### src/rtl/mem_arb.sv
// -----------------------------------------------------------------------------
// mem_arb
//
// Shares the single-port system memory between instruction fetch (IF) and the
// execute-stage load/store path (LS). One transaction is outstanding at a time.
// The winner's request is latched into registered mem_* outputs. The in-order
// response is routed back to whichever master owns the transaction.
//
// LS wins arbitration by default. IF wins when it is the only requester. IF
// also wins when ls_run shows LS has taken MAX_LS_RUN grants in a row while IF
// was waiting.
//
// Ports
//   clk, rst                      clock, asynchronous active-low reset
//   if_req_i / if_addr_i          fetch request (held until if_gnt_o)
//   if_gnt_o                      fetch accepted (combinational pulse)
//   if_rvalid_o / if_rdata_o      fetch response (combinational pulse)
//   ls_req_i / ls_we_i / ls_addr_i / ls_wdata_i / ls_be_i
//                                 data request (held until ls_gnt_o)
//   ls_gnt_o                      data request accepted (combinational pulse)
//   ls_rvalid_o / ls_rdata_o      load data or store ack (rdata 0 for stores)
//   mem_req_o .. mem_be_o         registered memory request
//   mem_gnt_i                     memory accepted mem_req_o
//   mem_rvalid_i / mem_rdata_i    memory response
//   hold_flag_o                   PC stall request toward ctrl
//   dbg_state                     current FSM state (IDLE=0, REQ=1, WAIT=2)
//   dbg_ls_run                    consecutive LS grants while IF was waiting
//
// Handshake semantics
//   Master side: a master raises *_req_i with stable fields and keeps them
//   until it sees *_gnt_o in the same cycle. The transfer happens on the
//   clock edge that ends that cycle. Dropping req before gnt withdraws it
//   silently.
//   Memory side: mem_req_o and its fields are held stable until the edge on
//   which mem_gnt_i is high. Exactly one mem_rvalid_i is expected afterwards.
//   mem_gnt_i and mem_rvalid_i are ignored in any state that does not expect
//   them.
// -----------------------------------------------------------------------------
module mem_arb #(
  parameter int AW         = 32,
  parameter int DW         = 32,
  parameter int MAX_LS_RUN = 4
) (
  input  logic                            clk,
  input  logic                            rst,

  input  logic                            if_req_i,
  input  logic [AW-1:0]                   if_addr_i,
  output logic                            if_gnt_o,
  output logic                            if_rvalid_o,
  output logic [DW-1:0]                   if_rdata_o,

  input  logic                            ls_req_i,
  input  logic                            ls_we_i,
  input  logic [AW-1:0]                   ls_addr_i,
  input  logic [DW-1:0]                   ls_wdata_i,
  input  logic [DW/8-1:0]                 ls_be_i,
  output logic                            ls_gnt_o,
  output logic                            ls_rvalid_o,
  output logic [DW-1:0]                   ls_rdata_o,

  output logic                            mem_req_o,
  output logic                            mem_we_o,
  output logic [AW-1:0]                   mem_addr_o,
  output logic [DW-1:0]                   mem_wdata_o,
  output logic [DW/8-1:0]                 mem_be_o,
  input  logic                            mem_gnt_i,
  input  logic                            mem_rvalid_i,
  input  logic [DW-1:0]                   mem_rdata_i,

  output logic                            hold_flag_o,

  output logic [1:0]                      dbg_state,
  output logic [$clog2(MAX_LS_RUN+1)-1:0] dbg_ls_run
);

  localparam int RW = $clog2(MAX_LS_RUN + 1);

  typedef enum logic [1:0] {
    S_IDLE = 2'd0,
    S_REQ  = 2'd1,
    S_WAIT = 2'd2
  } state_t;

  localparam logic OWN_IF = 1'b0;
  localparam logic OWN_LS = 1'b1;

  state_t        state_q, state_d;
  logic          owner_q;
  logic [RW-1:0] ls_run_q;

  logic arb_en;
  logic pick_ls;
  logic pick_if;
  logic accept;
  logic rsp;

  // Arbitration is possible when idle, or on the response cycle so that a
  // new request can be issued back-to-back. Gated by rst so no grant leaks
  // out while the block is held in reset.
  assign arb_en  = rst & ((state_q == S_IDLE) ||
                          ((state_q == S_WAIT) && mem_rvalid_i));
  assign pick_ls = ls_req_i & ~(if_req_i & (ls_run_q == RW'(MAX_LS_RUN)));
  assign pick_if = if_req_i & ~pick_ls;

  assign ls_gnt_o = arb_en & pick_ls;
  assign if_gnt_o = arb_en & pick_if;
  assign accept   = ls_gnt_o | if_gnt_o;

  // Response routing: only the owner ever sees rvalid. Store responses carry
  // no data; mem_we_o still holds the owner's we during WAIT.
  assign rsp         = (state_q == S_WAIT) & mem_rvalid_i;
  assign if_rvalid_o = rsp & (owner_q == OWN_IF);
  assign ls_rvalid_o = rsp & (owner_q == OWN_LS);
  assign if_rdata_o  = if_rvalid_o ? mem_rdata_i : '0;
  assign ls_rdata_o  = (ls_rvalid_o && !mem_we_o) ? mem_rdata_i : '0;

  assign hold_flag_o = ls_req_i | ((state_q != S_IDLE) & (owner_q == OWN_LS));

  assign dbg_state  = state_q;
  assign dbg_ls_run = ls_run_q;

  // Next-state logic
  always_comb begin
    state_d = state_q;
    case (state_q)
      S_IDLE: if (accept)       state_d = S_REQ;
      S_REQ:  if (mem_gnt_i)    state_d = S_WAIT;
      S_WAIT: if (mem_rvalid_i) state_d = accept ? S_REQ : S_IDLE;
      default:                  state_d = S_IDLE;
    endcase
  end

  always_ff @(posedge clk or negedge rst) begin
    if (!rst) begin
      state_q <= S_IDLE;
    end else begin
      state_q <= state_d;
    end
  end

  // Request registers, owner and starvation counter
  always_ff @(posedge clk or negedge rst) begin
    if (!rst) begin
      owner_q     <= OWN_IF;
      ls_run_q    <= '0;
      mem_req_o   <= 1'b0;
      mem_we_o    <= 1'b0;
      mem_addr_o  <= '0;
      mem_wdata_o <= '0;
      mem_be_o    <= '0;
    end else begin
      if (accept) begin
        mem_req_o <= 1'b1;
        if (ls_gnt_o) begin
          owner_q     <= OWN_LS;
          mem_we_o    <= ls_we_i;
          mem_addr_o  <= ls_addr_i;
          mem_wdata_o <= ls_wdata_i;
          mem_be_o    <= ls_be_i;
        end else begin
          owner_q     <= OWN_IF;
          mem_we_o    <= 1'b0;
          mem_addr_o  <= if_addr_i;
          mem_wdata_o <= '0;
          mem_be_o    <= '1;
        end
        // Count only LS grants that made a waiting fetch wait longer.
        if (ls_gnt_o && if_req_i) begin
          if (ls_run_q != RW'(MAX_LS_RUN)) begin
            ls_run_q <= ls_run_q + 1'b1;
          end
        end else begin
          ls_run_q <= '0;
        end
      end else if ((state_q == S_REQ) && mem_gnt_i) begin
        mem_req_o <= 1'b0;
      end
    end
  end

endmodule

### config.mk
export PLATFORM = sky130hd
export DESIGN_NAME = mem_arb
export DESIGN_NICKNAME = d
export VERILOG_FILES = /design/src/rtl/mem_arb.sv
export SDC_FILE = /design/constraint.sdc
export NUM_CORES = 1
export LEC_CHECK = 0
export CORE_AREA = 2 2 110 112
export DETAILED_ROUTE_END_ITERATION = 12
export DIE_AREA = 0 0 112 114
export PLACE_DENSITY = 0.76
export SETUP_SLACK_MARGIN = 0.15
export SYNTH_ARGS = -nofsm -noshare
export SYNTH_HDL_FRONTEND = slang
export SYNTH_SLANG_ARGS = --single-unit
### constraint.sdc
create_clock -name clk -period 3 [get_ports clk]
set_input_delay 0.3 -clock clk [delete_from_list [all_inputs] [get_ports clk]]
set_output_delay 0.3 -clock clk [all_outputs]
set_load 0.01 [all_outputs]
* Word level (Yosys, flattened, before mapping)
Cells that the tools add are included.
W data, S select, Z words.
** Storage, ports and cells
- Bits in registers :: 76
- Input bits :: 139
- Output and inout port bits :: 144
- Logic and storage cells :: 59
** Cells by class
- $add $sub $neg :: 1
- Equality and inequality tests :: 8
- Muxes and demuxes :: 16
- Bitwise logic cells :: 15
- Reductions and logical operators :: 11
** Operators with widths (count)
- $mux W32 :: 4
- $and A1 B1 Y1 :: 10
- $mux W2 :: 3
- $mux W3 :: 2
- $ne A2 B2 Y1 const B :: 3
- $pmux W2 S3 :: 1
- $mux W1 :: 5
- $logic_and A1 B1 Y1 :: 4
- $mux W4 :: 1
- $reduce_bool A2 Y1 :: 2
- $add A3 B1 Y3 const B :: 1
- $eq A3 B3 Y1 const B :: 1
- $ne A3 B3 Y1 const B :: 1
- $not A1 Y1 :: 3
- $reduce_and A3 Y1 :: 1
- $eq A2 B1 Y1 const B :: 1
- $eq A2 B2 Y1 const B :: 1
- $logic_not A2 Y1 :: 1
- $ne A2 B1 Y1 const B :: 1
- $or A1 B1 Y1 :: 2
- $reduce_and A2 Y1 :: 1
- $logic_not A1 Y1 :: 1
- $logic_or A1 B1 Y1 :: 1

* Logic depth before layout (Yosys ltp)
- Depth after elaboration :: 11
- Depth in mapped cells :: 8
- Depth with buffers taken out :: 6

* Worst setup path before layout
No wires, ideal clock.
- Path type :: flip-flop to output port
- From :: register ls_run_q[0] (netlist: dbg_ls_run[0])
- To :: output port if_gnt_o
- Data arrival time :: 1.462 ns
- Data required time :: 2.700 ns
- Setup slack :: 1.238 ns
- Cell stages (with the launch flop) :: 6
- Path buffers :: 1
- Path through :: dfrtp_1 inv_1 ha_1 nand2_1 a2111oi_4 buf_2
** Between the ends
- Word-level cells in the longest chain between the ends :: 7
** Ends and longest elaborated chain
- start: declaration :: RTL line 90 : logic [RW-1:0] ls_run_q;
- start signal: assignment :: RTL line 171 : ls_run_q <= ls_run_q + 1'b1;
- $eq A3 B3 Y1 :: RTL line 103 : assign pick_ls = ls_req_i & ~(if_req_i & (ls_run_q == RW'(MAX_LS_RUN)));
- $and A1 B1 Y1 :: RTL line 103
- $not A1 Y1 :: RTL line 103
- $and A1 B1 Y1 :: RTL line 103
- $not A1 Y1 :: RTL line 104 : assign pick_if = if_req_i & ~pick_ls;
- $and A1 B1 Y1 :: RTL line 104
- $and A1 B1 Y1 :: RTL line 107 : assign if_gnt_o = arb_en & pick_if;
- end: declaration :: RTL line 49 : output logic if_gnt_o,
No other way between the ends.

* Worst setup path after layout
- From :: register state_q[0] (netlist: dbg_state[0])
- To :: output port ls_rdata_o[5]
** Between the ends
- Word-level cells in the longest chain between the ends :: 5
** Ends and longest elaborated chain
- start: declaration :: RTL line 88 : state_t state_q, state_d;
- start signal: assignment :: RTL line 138 : state_q <= state_d;
- $eq A2 B2 Y1 :: RTL line 112 : assign rsp = (state_q == S_WAIT) & mem_rvalid_i;
- $and A1 B1 Y1 :: RTL line 112
- $and A1 B1 Y1 :: RTL line 114 : assign ls_rvalid_o = rsp & (owner_q == OWN_LS);
- $logic_and A1 B1 Y1 :: RTL line 116 : assign ls_rdata_o = (ls_rvalid_o && !mem_we_o) ? mem_rdata_i : '0;
- $mux W32 :: RTL line 116
- end: declaration :: RTL line 60 : output logic [DW-1:0] ls_rdata_o,
No other way between the ends.

==> results.yml <==
status:
  status: "finished clean"
yosys:
  dominantRegCellSynth: "dfrtp_1"
  synth_fa_ha_area_share_pct: 0.675
  synth_edf_count: 0
  synthSimpleGateAreaFrac_pct: 15.2
  muxShareOfSynthArea_pct: 0
  ys_ff_latch: 76
  async_flop_share_pct: 100
  ys_seq_area_share_pct: 51.3
  netlist_instances: 369
  syn-num-nets: 510
  syn_avg_cell_area_um2: 10.1
  yosys.area_share.xor_xnor_pct: 0
  mappedNetlistArea_um2: 3710
  synth.distinct_cells: 32
  synth_compound_area_share_pct: 19.5
  synth_top_family_by_area: "compound AO/OA/AOI/OAI gates"
  ys_warn_count: 0
power_and_ir_drop:
  power.density_nw_per_um2: 634
  swShare_pct: 31.0
  p_int_mw: 3.03
  power.switching_mw: 1.36
  total_power_mw: 4.39
  p_clk_share_pct: 22.0
  seq_power_share_pct: 36.5
  power_leakage_nw: 3.23
  p_comb_share_pct: 41.6
  vdd_drop_max_mv: 0.337
sta:
  rsz0062_at_grt: "no"
  setup_ws_ns: 0.427
  tns_ns: 0
  fin_crit_sh_pct: 85.8
  max_freq_ghz: 0.389
  slew_violations: 0
  clock_skew_ns: 0.00754
  final-hold-violation-count: 0
  relSlewSlack_pct: 41.7
  setup_violations: 0
  tightest_slew_ns: 0.874
  final.min_clock_period_ns: 2.57
clocking:
  cts_max_level: 3
  cts_setup_buffers: 0
  clock-sinks: 76
  cts_tree: "built"
  ctsLongestPathBuffers: 2
  cts_buffers: 9
  clock_latency_ns: 0.33
  clk_pin_slew_worst_paths_ns: 0.06
  root_buffer: "clkbuf_16"
cells_and_area:
  final_util_pct: 59.1
  drive_gt1_share_pct: 4.31
  antenna_cells: 0
  final_cell_mix: "281 x clkdlybuf4s50_1, 99 x inv_1, 76 x dfrtp_1"
  area_growth_pct: 86.6
  fill_cells: 1002
  nNetsFinal: 787
  layout_commonest_cell: "clkdlybuf4s50_1"
die:
  die_w_um: 112
  die_area_um2: 12800
  die_y_um: 114
  ios: 283
  core_um2: 11700
  start_util_pct: 31.7
  placementRows: 40
drt:
  drtIter0Drc: 262
  drc: 0
  vias: 3828
  wl_mm: 13.3
  vias_per_cell: 4.81
  firstDrtPassIters: 8
  drtAntennaViolNets: 0
  wire_per_inst_um: 16.7
place:
  post-dp-hpwl_mm: 10.2
  globalplace.congestion: 0.794
  io_buffers: 282
  pre_cts_ws_ns: 0.508
worst_setup_path:
  regToRegSetupSlack_ns: 0.83
  end_kind: "primary output"
  start_kind: "register"
  worstSetupPathType: "register to primary output"
  worst_ep_required_time_ns: 2.70
  critPathMaxFanout: 32
  cp.arrival_ns: 2.27
job:
  maxCapViolations: 0
global_route:
  antenna_found_initial: 0
  grt_pass1_vias: 3889
  busiest_layer: "met2"
  overflow: 0
  gr-usage-met3_pct: 7.23
  grt_first_pass_wirelength_mm: 20.0
  gr-usage-met1_pct: 21.0
  met2_usage_pct: 36.5
  grt_usage_pct: 19.8
  grt_max_degree: 69
worst_hold_path:
  hold_path_class: "input pin to async pin"
-- routing by layer --
metal	share of wire, %	up-vias
met5	0	-
met1	36	1833
met4	2.2	0
met3	9.1	20
met2	52	197
li1	-	1778
-- power groups by stage --
stage          Clock [mW]  Combinational, mW  Sequential (mW)
6_report            0.964               1.82             1.60
5_1_grt              1.03               1.95             1.65
3_5_place_dp            0               1.84             1.61
3_3_place_gp            0               1.79             1.60
2_1_floorplan           0              0.535             1.74
4_1_cts             0.984               1.85             1.60
-- flip-flops by register name (all words and copies together), names as in the netlist --
register,cells
dbg_ls_run,3
dbg_state,2
mem_addr_o,32
mem_be_o,4
mem_req_o,1
mem_wdata_o,32
mem_we_o,1
owner_q,1
-- final cells by class --
type	count	area, µm²	area share (%)
Clock buffer	12	246	3.56
Clock inverter	2	12.5	0.181
Inverter	100	375	5.42
Multi-Input combinational cell	169	1320	19.0
Sequential cell	76	1900	27.5
Tap cell	147	184	2.66
Timing Repair Buffer	290	2880	41.7
-- cells by family after synthesis --
group | count (synthesis)
buf+inv | 124
flops | 76
fa+ha+maj | 2
compound gates | 78
simple gates | 89
-- critical path, stage by stage (launching register included) --
cell	delay [ns]
dfrtp_1	0.50
and4b_1	0.32
nor2b_1	0.13
buf_4	0.26
and2_1	0.18
clkdlybuf4s50_1	0.55
-- stage by stage --
| stage | hold WS [ns] | instance area [µm²] | instances |
|---|---|---|---|
| finish | 0.358 | 6920 | 796 |
| global route | 0.372 | 6920 | 796 |
| CTS | 0.382 | 6920 | 796 |
| detailed placement | 0.141 | 6650 | 781 |
| global placement | 0.137 | 6650 | 781 |
| floorplan | 0.00441 | 3710 | 369 |
-- cell usage after synthesis, drive strengths merged (2+ instances only) --
| cell | number | area (µm²) |
|---|---|---|
| dfrtp | 76 | 1900 |
| buf | 12 | 75.1 |
| a22o | 33 | 289 |
| clkbuf | 12 | 45.0 |
| nand3 | 2 | 15.0 |
| and2 | 64 | 400 |
| a222oi | 32 | 320 |
| inv | 100 | 375 |
| nand2b | 4 | 27.5 |
| o22a | 4 | 35.0 |
| nor2b | 4 | 27.5 |
| o22ai | 2 | 12.5 |
| ha | 2 | 25.0 |
| o21ai | 3 | 15.0 |
| nand2 | 8 | 30.0 |
-- final timing paths --
kind / from / end / cells after the start
worst max-delay path: dbg_state[0] / ls_rdata_o[5] / 5
worst min-delay path: rst / dbg_ls_run[2] / 2
worst max register to register: dbg_ls_run[0] / mem_addr_o[28] / 7
worst min register to register: mem_req_o / mem_req_o / 2
max in group asynchronous: rst / mem_we_o / 3
min in group clk: mem_req_o / mem_req_o / 2
-- timing repair --
action	in CTS	in global routing
resized for setup	0	0
endpoints found under the hold margin	8	0
hold buffers	1	0
No activity file was read; power rests on OpenSTA's default activity.
